### config.mk
export PLATFORM = sky130hd
export DESIGN_NAME = instr_fetch
export DESIGN_NICKNAME = d
export VERILOG_FILES = /design/src/rtl/instr_fetch.sv
export SDC_FILE = /design/constraint.sdc
export NUM_CORES = 1
export LEC_CHECK = 0
export CAP_MARGIN = 20
export CORE_MARGIN = 2
export CORE_UTILIZATION = 35
export CTS_CLUSTER_DIAMETER = 60
export DETAILED_ROUTE_END_ITERATION = 8
export SYNTH_ARGS = -nofsm -noshare
export SYNTH_HDL_FRONTEND = slang
export SYNTH_SLANG_ARGS = --single-unit
### constraint.sdc
create_clock -name clk -period 2.3 [get_ports clk]
set_clock_uncertainty 0.2 [all_clocks]
set_input_delay 0.23 -clock clk [delete_from_list [all_inputs] [get_ports clk]]
set_output_delay 0.23 -clock clk [all_outputs]
set_load 0.01 [all_outputs]
### src/rtl/instr_fetch.sv
// -----------------------------------------------------------------------------
// instr_fetch
// Instruction fetch front end for a small sequencing core. Streams addresses to
// a synchronous instruction ROM (data returns one edge after the address) and
// registers each returned 9-bit word onto the decode outputs as opcode/operand.
//
// Optional feature macro: INSTR_FETCH_HALT_DETECT_EN
//   defined   -> a registered func/done instruction (op=31, operand[1:0]=3)
//                stops fetching and parks the FSM in HALT.
//   undefined -> no halt detection; func/done is an ordinary instruction.
//
// Ports
//   clk, rst_n        : clock, asynchronous active-low reset
//   start, start_pc   : begin fetching at start_pc (only from IDLE or HALT)
//   stall             : downstream busy; hold decode outputs and in-flight word
//   redirect_valid/pc : flush and refetch from redirect_pc (FETCH only)
//   imem_addr/data    : synchronous instruction ROM port
//   dec_valid/op/operand/pc : decoded instruction and its address
//   halted            : FSM is in HALT
//
// State | meaning
// IDLE  | after reset; no fetching until start
// FETCH | streaming addresses, registering returned words
// HALT  | stopped on func/done; waits for start
// -----------------------------------------------------------------------------
module instr_fetch #(
    parameter int PC_W = 10
) (
    input  logic            clk,
    input  logic            rst_n,
    input  logic            start,
    input  logic [PC_W-1:0] start_pc,
    input  logic            stall,
    input  logic            redirect_valid,
    input  logic [PC_W-1:0] redirect_pc,
    output logic [PC_W-1:0] imem_addr,
    input  logic [8:0]      imem_data,
    output logic            dec_valid,
    output logic [4:0]      dec_op,
    output logic [3:0]      dec_operand,
    output logic [PC_W-1:0] dec_pc,
    output logic            halted
);

    typedef enum logic [1:0] {
        S_IDLE  = 2'd0,
        S_FETCH = 2'd1,
        S_HALT  = 2'd2
    } state_t;

    state_t          state_q, state_d;
    logic [PC_W-1:0] fetch_pc_q, fetch_pc_d;
    logic            inflight_valid_q, inflight_valid_d;
    logic [PC_W-1:0] inflight_pc_q, inflight_pc_d;
    logic            dec_valid_q, dec_valid_d;
    logic [4:0]      dec_op_q, dec_op_d;
    logic [3:0]      dec_operand_q, dec_operand_d;
    logic [PC_W-1:0] dec_pc_q, dec_pc_d;
    logic            halt_hit;

`ifdef INSTR_FETCH_HALT_DETECT_EN
    assign halt_hit = (imem_data[8:4] == 5'd31) && (imem_data[1:0] == 2'd3);
`else
    assign halt_hit = 1'b0;
`endif

    always_comb begin
        state_d          = state_q;
        fetch_pc_d       = fetch_pc_q;
        inflight_valid_d = inflight_valid_q;
        inflight_pc_d    = inflight_pc_q;
        dec_valid_d      = dec_valid_q;
        dec_op_d         = dec_op_q;
        dec_operand_d    = dec_operand_q;
        dec_pc_d         = dec_pc_q;

        case (state_q)
            S_IDLE, S_HALT: begin
                if (start) begin
                    state_d          = S_FETCH;
                    fetch_pc_d       = start_pc;
                    inflight_valid_d = 1'b0;
                    dec_valid_d      = 1'b0;
                end else if (state_q == S_HALT && !stall) begin
                    // the halting instruction is held until downstream takes it
                    dec_valid_d = 1'b0;
                end
            end
            S_FETCH: begin
                if (redirect_valid) begin
                    fetch_pc_d       = redirect_pc;
                    inflight_valid_d = 1'b0;
                    dec_valid_d      = 1'b0;
                end else if (!stall) begin
                    fetch_pc_d       = fetch_pc_q + 1'b1;
                    inflight_valid_d = 1'b1;
                    inflight_pc_d    = fetch_pc_q;
                    if (inflight_valid_q) begin
                        dec_op_d      = imem_data[8:4];
                        dec_operand_d = imem_data[3:0];
                        dec_pc_d      = inflight_pc_q;
                        dec_valid_d   = 1'b1;
                        if (halt_hit) begin
                            state_d          = S_HALT;
                            inflight_valid_d = 1'b0;
                        end
                    end else begin
                        // consumed word not replaced: bubble
                        dec_valid_d = 1'b0;
                    end
                end
            end
            default: state_d = S_IDLE;
        endcase
    end

    always_ff @(posedge clk or negedge rst_n) begin
        if (!rst_n) begin
            state_q          <= S_IDLE;
            fetch_pc_q       <= '0;
            inflight_valid_q <= 1'b0;
            inflight_pc_q    <= '0;
            dec_valid_q      <= 1'b0;
            dec_op_q         <= '0;
            dec_operand_q    <= '0;
            dec_pc_q         <= '0;
        end else begin
            state_q          <= state_d;
            fetch_pc_q       <= fetch_pc_d;
            inflight_valid_q <= inflight_valid_d;
            inflight_pc_q    <= inflight_pc_d;
            dec_valid_q      <= dec_valid_d;
            dec_op_q         <= dec_op_d;
            dec_operand_q    <= dec_operand_d;
            dec_pc_q         <= dec_pc_d;
        end
    end

    // While stalled, re-present the in-flight address so the ROM output
    // keeps showing the word that has not been registered yet.
    assign imem_addr   = (state_q == S_FETCH && stall) ? inflight_pc_q : fetch_pc_q;
    assign dec_valid   = dec_valid_q;
    assign dec_op      = dec_op_q;
    assign dec_operand = dec_operand_q;
    assign dec_pc      = dec_pc_q;
    assign halted      = (state_q == S_HALT);

endmodule

==> metrics.txt <==
Via Count about 1700; Net count, final between 300 and 400; FF-to-FF Start state_q[0]; initial antenna violation count 0; # setup viols final 0; initial DRC count 66; Die Ht 82.6 um; worst reg-to-reg setup slack around 300 ps; Final period util between 90% and 100%; RSZ-0062 raised after global routing no; reg2reg path depth 7; Synth-to-Final Area Change 40.0%; Most Crowded Layer GR met2; CTS tree built; CP Capture Type output pin; DP Worst Slack ~130 ps; number of synthesized register bits between 40 and 50; r2r endpoint dec_operand[2]; critical setup path kind flip-flop to output pin; largest net degree at the start of global routing 26; synthesized instance count just under 200; fin crit period around 2200 ps; global-route wire length before repair roughly 8100 um; IO Pins 65; Crit-path slowest cell clkdlybuf4s50_1; number of global-route vias before repair between 1500 and 2000; H-tree lvl count 2; clock-pin slew on the worst setup and hold paths roughly 80 ps; CP Data Required Time 1870 ps; met1 Track Usage GR 20.2%; Syn Std Cell Area ~2200 sq um; DRT antenna net count 0; CP peak stage delay approximately 480 ps; fmax around 450 MHz; row cnt 28; Syn Area/Cell between 10 and 15 sq um; drt drc 0; PortBufs 63; Synth Net Count between 200 and 250; clock buffer depth 2; ANT cells 0; final setup TNS 0 ps; global route overflow 0; Worst Path Max Fanout 10; Worst VDD drop 0.378 mV; met3 usage between 4 and 5%; LEAKAGE between 1 and 1.5 nW; PnR worst setup slack 83.5 ps; Layout Utilization between 50% and 60%; drt total wl a little over 5000 um; flip-flop and latch area around 1100 sq um; Slew headroom between 60% and 70%; die width slightly above 80 um; Total GRT Usage around 16%; crit path DAT approximately 1800 ps; Placer Congestion 0.778; Cell Chain, Critical Path nand2_1 > buf_12 > mux2_2 > clkdlybuf4s50_1; class of the worst hold path primary input to asynchronous set/reset pin; Max Cap Viol 0; Num CTS Buffers 5; clk sinks 42; layout cells sized above 1 21.4%; Yosys Warn Count 0; register area share after synthesis between 40% and 50%; max-slew violations 0; Total Power approximately 0.0022 W; initial core utilization a little over a third; DP Wirelength between 3000 and 4000 um; PD cells about 740 nW/um^2; fill cell count between 500 and 600; Final Hold Fails 0; Core Region between 5000 and 6000 sq um; drt pass-1 iters 4; Worst-Margin Slew between 500 and 600 ps; distinct cell type count after synthesis 40; Via density about 5.0; GR Util met2 about a quarter; root buf cell clkbuf_8; status complete, no violations; Die ar. around 7000 sq um; clk_lat worst skew about 290 ps; Worst Setup Start Kind flip-flop; post-DR wirelength/cell between 10 and 15 um; area of the multi-input gates just over 1000 sq um
-- synthesized netlist by cell type --
| cell | number | area (sq um) |
|---|---|---|
| buf_2 | 4 | 20.0 |
| o22a_1 | 1 | 8.76 |
| a21oi_1 | 5 | 25.0 |
| or2_2 | 1 | 6.26 |
| buf_6 | 3 | 33.8 |
| a21o_1 | 1 | 7.51 |
| and3_1 | 4 | 25.0 |
| a221o_1 | 1 | 10.0 |
| nor2b_1 | 1 | 6.26 |
| o21ai_1 | 2 | 10.0 |
| a31oi_1 | 3 | 18.8 |
| xnor2_1 | 1 | 8.76 |
| nor2b_2 | 1 | 8.76 |
| o21ai_0 | 10 | 50.1 |
| o41ai_1 | 1 | 8.76 |
| ha_1 | 1 | 12.5 |
| nand2_1 | 45 | 169 |
| a211oi_1 | 1 | 7.51 |
| nand4_1 | 2 | 12.5 |
| and2_4 | 1 | 8.76 |
| and4_1 | 1 | 8.76 |
| inv_1 | 1 | 3.75 |
| a2bb2oi_1 | 1 | 8.76 |
| clkbuf_1 | 3 | 11.3 |
| nor2_1 | 11 | 41.3 |
| dfrtp_1 | 42 | 1050 |
| and2b_4 | 1 | 10.0 |
| nand3_1 | 2 | 10.0 |
| o2bb2ai_1 | 1 | 8.76 |
| mux2i_1 | 3 | 30.0 |
| o311ai_1 | 1 | 8.76 |
| a41oi_2 | 1 | 16.3 |
| or3b_4 | 1 | 11.3 |
| mux2_4 | 19 | 285 |
| buf_4 | 4 | 30.0 |
| o211ai_1 | 4 | 30.0 |
| conb_1 | 1 | 3.75 |
| a21boi_1 | 1 | 7.51 |
| and2_1 | 2 | 12.5 |
| mux2_2 | 10 | 113 |
-- power breakdown --
group,leakage [nW],total [W],internal (W),switching [W]
registers,0.516,0.00100,0.000887,0.000115
logic,0.808,0.000721,0.000473,0.000248
clock network,0.0472,0.000502,0.000241,0.000261
-- cells by family (layout without fill, tap and decap cells) --
kind of cell	count (synthesis)	after routing	share of synthesized area, %
XOR/XNOR	1	1	0.406
AO/OA/AOI/OAI	34	34	10.5
other	1	1	0.174
AND/OR/NAND/NOR	73	73	15.3
multiplexers	32	32	19.8
flip-flops	42	42	48.7
adder cells (fa/ha/maj)	1	1	0.579
buffers and inverters	15	87	4.58
-- layer usage --
| layer | wire length (um) | vias to the layer above |
|---|---|---|
| met3 | 359 | 8 |
| li1 | - | 830 |
| met4 | 93 | 0 |
| met1 | 2290 | 821 |
| met2 | 2370 | 59 |
| met5 | 0 | - |
-- critical path: cells and delay by family, from the launching register on --
kind | cells | cell delay (ps)
buf+inv | 2 | 630
flops | 1 | 410
mux | 1 | 340
simple gates | 1 | 110
-- cell usage in the layout (no fill, tap or decap), types with 2 or more instances in the layout --
cell,netlist,final
mux2_4,19,19
mux2_2,10,10
a31oi_1,3,3
buf_12,0,2
nand3_1,2,2
and3_1,4,4
o21ai_0,10,10
o21ai_1,2,2
dlymetal6s2s_1,0,2
mux2i_1,3,3
buf_4,4,12
nand4_1,2,2
a21oi_1,5,5
nand2_1,45,45
clkdlybuf4s50_1,0,60
nor2_1,11,11
dfrtp_1,42,42
o211ai_1,4,4
clkbuf_8,0,6
and2_1,2,2
-- registers in the layout (all words and copies together) (netlist names) --
register	cells
dec_valid	1
fetch_pc_q	10
inflight_valid_q	1
state_q	1
inflight_pc_q	10
dec_op	5
dec_pc	10
dec_operand	4
-- repair_timing --
item,4_1_cts,5_1_grt
setup buffers,0,1
hold buffers,1,0
endpoints found under the hold margin,23,0
setup endpoints to repair,0,4
resized for setup,0,2
-- worst max path at each step --
stage / depth (start not counted) / start / to / slack [ps]
floorplan: 5 / fetch_pc_q[0] / fetch_pc_q[6] / 600
detailed placement: 5 / stall / imem_addr[6] / 130
CTS: 4 / state_q[0] / imem_addr[6] / 30
global route: 4 / state_q[0] / imem_addr[0] / 40
finish: 4 / state_q[0] / imem_addr[6] / 80
global placement: 5 / stall / imem_addr[5] / 140
-- cell type report --
| class | instances | share of cell area, % |
|---|---|---|
| clock buffers | 6 | 2.73 |
| clock inverters | 2 | 0.414 |
| inverters | 1 | 0.124 |
| multi-input cells | 142 | 33.4 |
| flip-flops and latches | 42 | 34.8 |
| well taps | 75 | 3.10 |
| repair buffers | 78 | 25.5 |
-- stage by stage --
stage	hold WS (ps)	instance area, sq um	std cells
floorplan	-266	2160	199
finish	244	3020	346
global route	301	3020	346
global placement	47.9	2910	336
CTS	256	3010	345
detailed placement	43.2	2910	336
Power figures use the tool's default switching activity.
==> patch 1: new RTL, config.mk and constraints unchanged <==
The option `INSTR_FETCH_HALT_DETECT_EN` is turned on by a define.
--- a/src/rtl/instr_fetch.sv
+++ b/src/rtl/instr_fetch.sv
@@ -23,6 +23,8 @@
 // FETCH | streaming addresses, registering returned words
 // HALT  | stopped on func/done; waits for start
 // -----------------------------------------------------------------------------
+`define INSTR_FETCH_HALT_DETECT_EN
+
 module instr_fetch #(
     parameter int PC_W = 10
 ) (
Behaviour: not the same (Yosys sat finds a counterexample within 4 cycles, from zero or initial values and one cycle with rst_n low).
==> patch 1 against the original RTL <==
- setup slack better by 0.099 ns
- sequential share of layout area is 1.2 points higher
- cell count is 2.3% higher
- sequential cell count is 1 higher
- maximum frequency is 4.7% higher
- total power is 2.4% lower
- final area is 0.91% lower
- global-route usage is 0.22 points higher
- combinational power is 6.2% lower
- synthesized cell count is 4.0% higher
- routed wire length is 1.2% lower
- die area is 0.28% higher
- non-clock buffer count is 3 lower
- synthesized area is 0.29% higher
- critical path type unchanged
- largest cell class unchanged
- largest power group unchanged
- highest routed layer unchanged
==> patch 1: results (changes against the original RTL) <==
stage,metric,value,unit,change
power,pwr-share-seq,0.472,,+0.022
global_routing,grt_pass1_vias,1687,,+4.4%
placement,place.gp.congestion,0.739,,-5.0%
floorplanning,dieArea,6830,um^2,+0.28%
hold_path,hold_path.class,register to register,,
logic_synthesis,syn_nets,242,,+3.4%
logic_synthesis,synthCells,207,,+4.0%
setup_path,r2r-end,fetch_pc_q[8],,
logic_synthesis,synth_compound_area_frac,0.120,,+0.0153
logic_synthesis,yosys-top-cells-count,"44 x nand2_1, 43 x dfrtp_1, 29 x mux2_2",,
cts,postCtsSetupBuffers,0,,unchanged
layout,final_cells,354,,+2.3%
logic_synthesis,synthTopCellsByArea,"dfrtp_1 50%, mux2_2 15%, nand2_1 7.6%, o21ai_0 2.3%, nor2_1 1.9%",,
power,leakage,0.00132,uW,-3.8%
setup_path,crit_path_top_delay_cell,dfrtp_1,,
power,power_frac_comb,0.311,,-0.013
global_routing,grt_pass1_wl,8.27,mm,+2.0%
setup_path,max_stage_delay,0.39,ns,-0.09 ns
global_routing,grtUsageMet1,0.216,,+0.0141
route,met1_length,2.29,mm,+0.22%
setup_path,reg2regPathDepth,5,,-2
global_routing,met2_usage,0.259,,-0.000806
layout,multi_input_cells,152,,+7.0%
layout,multi_input_area_share,0.342,,+0.00849
logic_synthesis,ys_ff_latch,43,,+2.4%
logic_synthesis,synthXorXnorAreaFrac,0.00404,,-0.0000117
logic_synthesis,synthMuxAreaShare,0.160,,-0.0381
outcome,status,completed,,
placement,hpwl,3.60,mm,-1.4%
layout,fin_nets,313,,+2.6%
route,wl_met3,294,um,-18%
sta,maxSlewHeadroom,0.631,,-0.00841
layout,buf_share,0.236,,-0.0185
layout,layout-drive-gt1-share,0.197,,-0.0169
layout,num-clock-buffers,5,,-1
setup_path,rrSetupSlack,0.42,ns,+0.12 ns
layout,fill_cells,563,,-1.1%
global_routing,met3_usage,0.0435,,-0.00109
placement,port_buffers,64,,+1.6%
logic_synthesis,yosysSeqAreaShare,0.497,,+0.0101
placement,dpl_worst_slack,0.0577,ns,-0.0702 ns
route,route.met2.wl,2.41,mm,+1.9%
global_routing,grt_max_degree,44,,+69%
power,p_per_area,725,nW/um^2,-1.5%
layout,seq_area,1080,um^2,+2.4%
placement,post_dp_cell_area,2910,um^2,about the same
layout,clk_share,0.0296,,-0.00180
layout,nNonClkBuffers,75,,-3.8%
logic_synthesis,ys_types,41,,+2.5%
route,routedWlPerCell,14.2,um,-3.4%
logic_synthesis,synthAdderAreaFrac,0.00578,,-0.0000167
power,ir_worst_vdd,0.000472,V,+25%
power,swShare,0.296,,+0.0158
setup_path,crit_family,flip-flops,,
-- patch 1: changes by cell type in the layout (fill, tap and decap cells not counted), moves of 3 or more --
cell             unedited run  this run
mux2_4                     19         0
clkdlybuf4s50_1            60        53
mux2_2                     10        29
nand3_1                     2         5
dlygate4sd2_1               0        10
nor2b_1                     1         4
-- patch 1: how the worst max path moves through the flow --
| stage | endpoint | slack, ns | depth (start not counted) |
|---|---|---|---|
| 2_1_floorplan | imem_addr[0] | 0.58 | 4 |
| 3_3_place_gp | imem_addr[8] | 0.09 | 4 |
| 3_5_place_dp | imem_addr[9] | 0.06 | 4 |
| 4_1_cts | imem_addr[9] | 0.14 | 4 |
| 5_1_grt | imem_addr[9] | 0.1 | 4 |
| 6_report | imem_addr[7] | 0.18 | 4 |
-- patch 1: repair_timing --
| item | 4_1_cts | 5_1_grt |
|---|---|---|
| resized for setup | 11 | 0 |
| hold buffers | 1 | 0 |
| hold endpoints to repair | 43 | 0 |
| setup endpoints to repair | 10 | 0 |
==> patch 2: new RTL, config.mk and constraints unchanged <==
Without the edit above. Re-encode `state_t` (3 states) as one-hot, 3 bits wide.
--- a/src/rtl/instr_fetch.sv
+++ b/src/rtl/instr_fetch.sv
@@ -42,10 +42,10 @@
     output logic            halted
 );
 
-    typedef enum logic [1:0] {
-        S_IDLE  = 2'd0,
-        S_FETCH = 2'd1,
-        S_HALT  = 2'd2
+    typedef enum logic [2:0] {
+        S_IDLE  = 3'b001,
+        S_FETCH = 3'b010,
+        S_HALT  = 3'b100
     } state_t;
 
     state_t          state_q, state_d;
Check against the original RTL: no difference found for any inputs over 4 cycles, from zero or initial values and one cycle with rst_n low; so few cycles prove little.
==> patch 2 against the original RTL <==
- synthesized cell count shrank 2.5%
- sequential cell count grew 1
- final area down 3.3%
- synthesized area shrank 2.7%
- total power down 4.7%
- sequential share of layout area grew 2.1 points
- first-iteration DRC count rose by 39%
- critical path type unchanged
- setup slack about the same
- routed wire length fell by 5.4%
==> patch 2: results (changes against the original RTL) <==
stage,metric,value,unit,change
setup_path,crit_path_top_delay_cell,dfstp_2,,
setup_path,cp_max_fo,5,,-5
power,ir_worst_vdd,0.000362,V,-4.2%
logic_synthesis,synthTopCellsByArea,"dfrtp_1 50%, mux2_2 13%, nand2_1 7.3%, mux2_1 2.1%, a21oi_1 1.7%",,
global_routing,grt_max_degree,44,,+69%
setup_path,r2r-end,dec_op[4],,
global_routing,grt_pass1_wl,7.90,mm,-2.6%
layout,fin_nets,299,,-2.0%
sta,worst_slew_pin_slew,0.543,ns,+0.00242 ns
setup_path,max_stage_delay,0.56,ns,+0.08 ns
placement,hpwl,3.55,mm,-2.7%
layout,layout-drive-gt1-share,0.196,,-0.0178
global_routing,grtUsageTotal,0.157,,-0.000638
logic_synthesis,synthMuxAreaShare,0.165,,-0.0332
placement,post_dp_cell_area,2840,um^2,-2.2%
layout,final_cells,340,,-1.7%
power,p_total,2120,uW,-4.7%
cts,cts_resized,10,,+10
logic_synthesis,yosysSeqAreaShare,0.513,,+0.0261
logic_synthesis,synth_compound_area_frac,0.107,,+0.00234
power,pwr-share-seq,0.478,,+0.028
route,routedWlPerCell,14.2,um,-3.8%
setup_path,critPathLaunch,state_q[0],,
setup_path,reg2regPathDepth,5,,-2
logic_synthesis,synthAdderAreaFrac,0.00596,,+0.000162
route,vias,1656,,-3.6%
route,wl_met3,261,um,-27%
global_routing,grtUsageMet1,0.213,,+0.0112
logic_synthesis,yosys-top-cells-count,"42 x dfrtp_1, 41 x nand2_1, 25 x mux2_2",,
outcome,status,completed,,
-- patch 2: cell types whose count changed in the layout (fill, tap and decap cells not counted), sizes merged, moves of 3 or more --
cell	unedited run	this run
o21ai	12	7
nand3	2	5
and2	3	0
nand2	45	41
nand2b	0	5
clkdlybuf4s50	60	52
dlygate4sd2	0	10
nor2	11	4
and3	4	1
a32oi	0	4
-- patch 2: worst max-delay path by stage --
stage	end	slack (ns)	cells past startpoint
6_report	imem_addr[0]	0.08	5
5_1_grt	imem_addr[4]	-0.003	5
4_1_cts	imem_addr[0]	0.06	5
3_5_place_dp	imem_addr[0]	0.11	5
3_3_place_gp	imem_addr[4]	0.12	5
2_1_floorplan	fetch_pc_q[8]	0.61	6
-- patch 2: layout make-up --
class,instances,area [um^2],area share
inverter,2,7.51,0.00257
sequential,43,1080,0.368
multi-input combinational,134,932,0.319
timing repair buffer,78,728,0.249
clock inverter,2,12.5,0.00428
tap,75,93.8,0.0321
clock buffer,6,72.6,0.0248
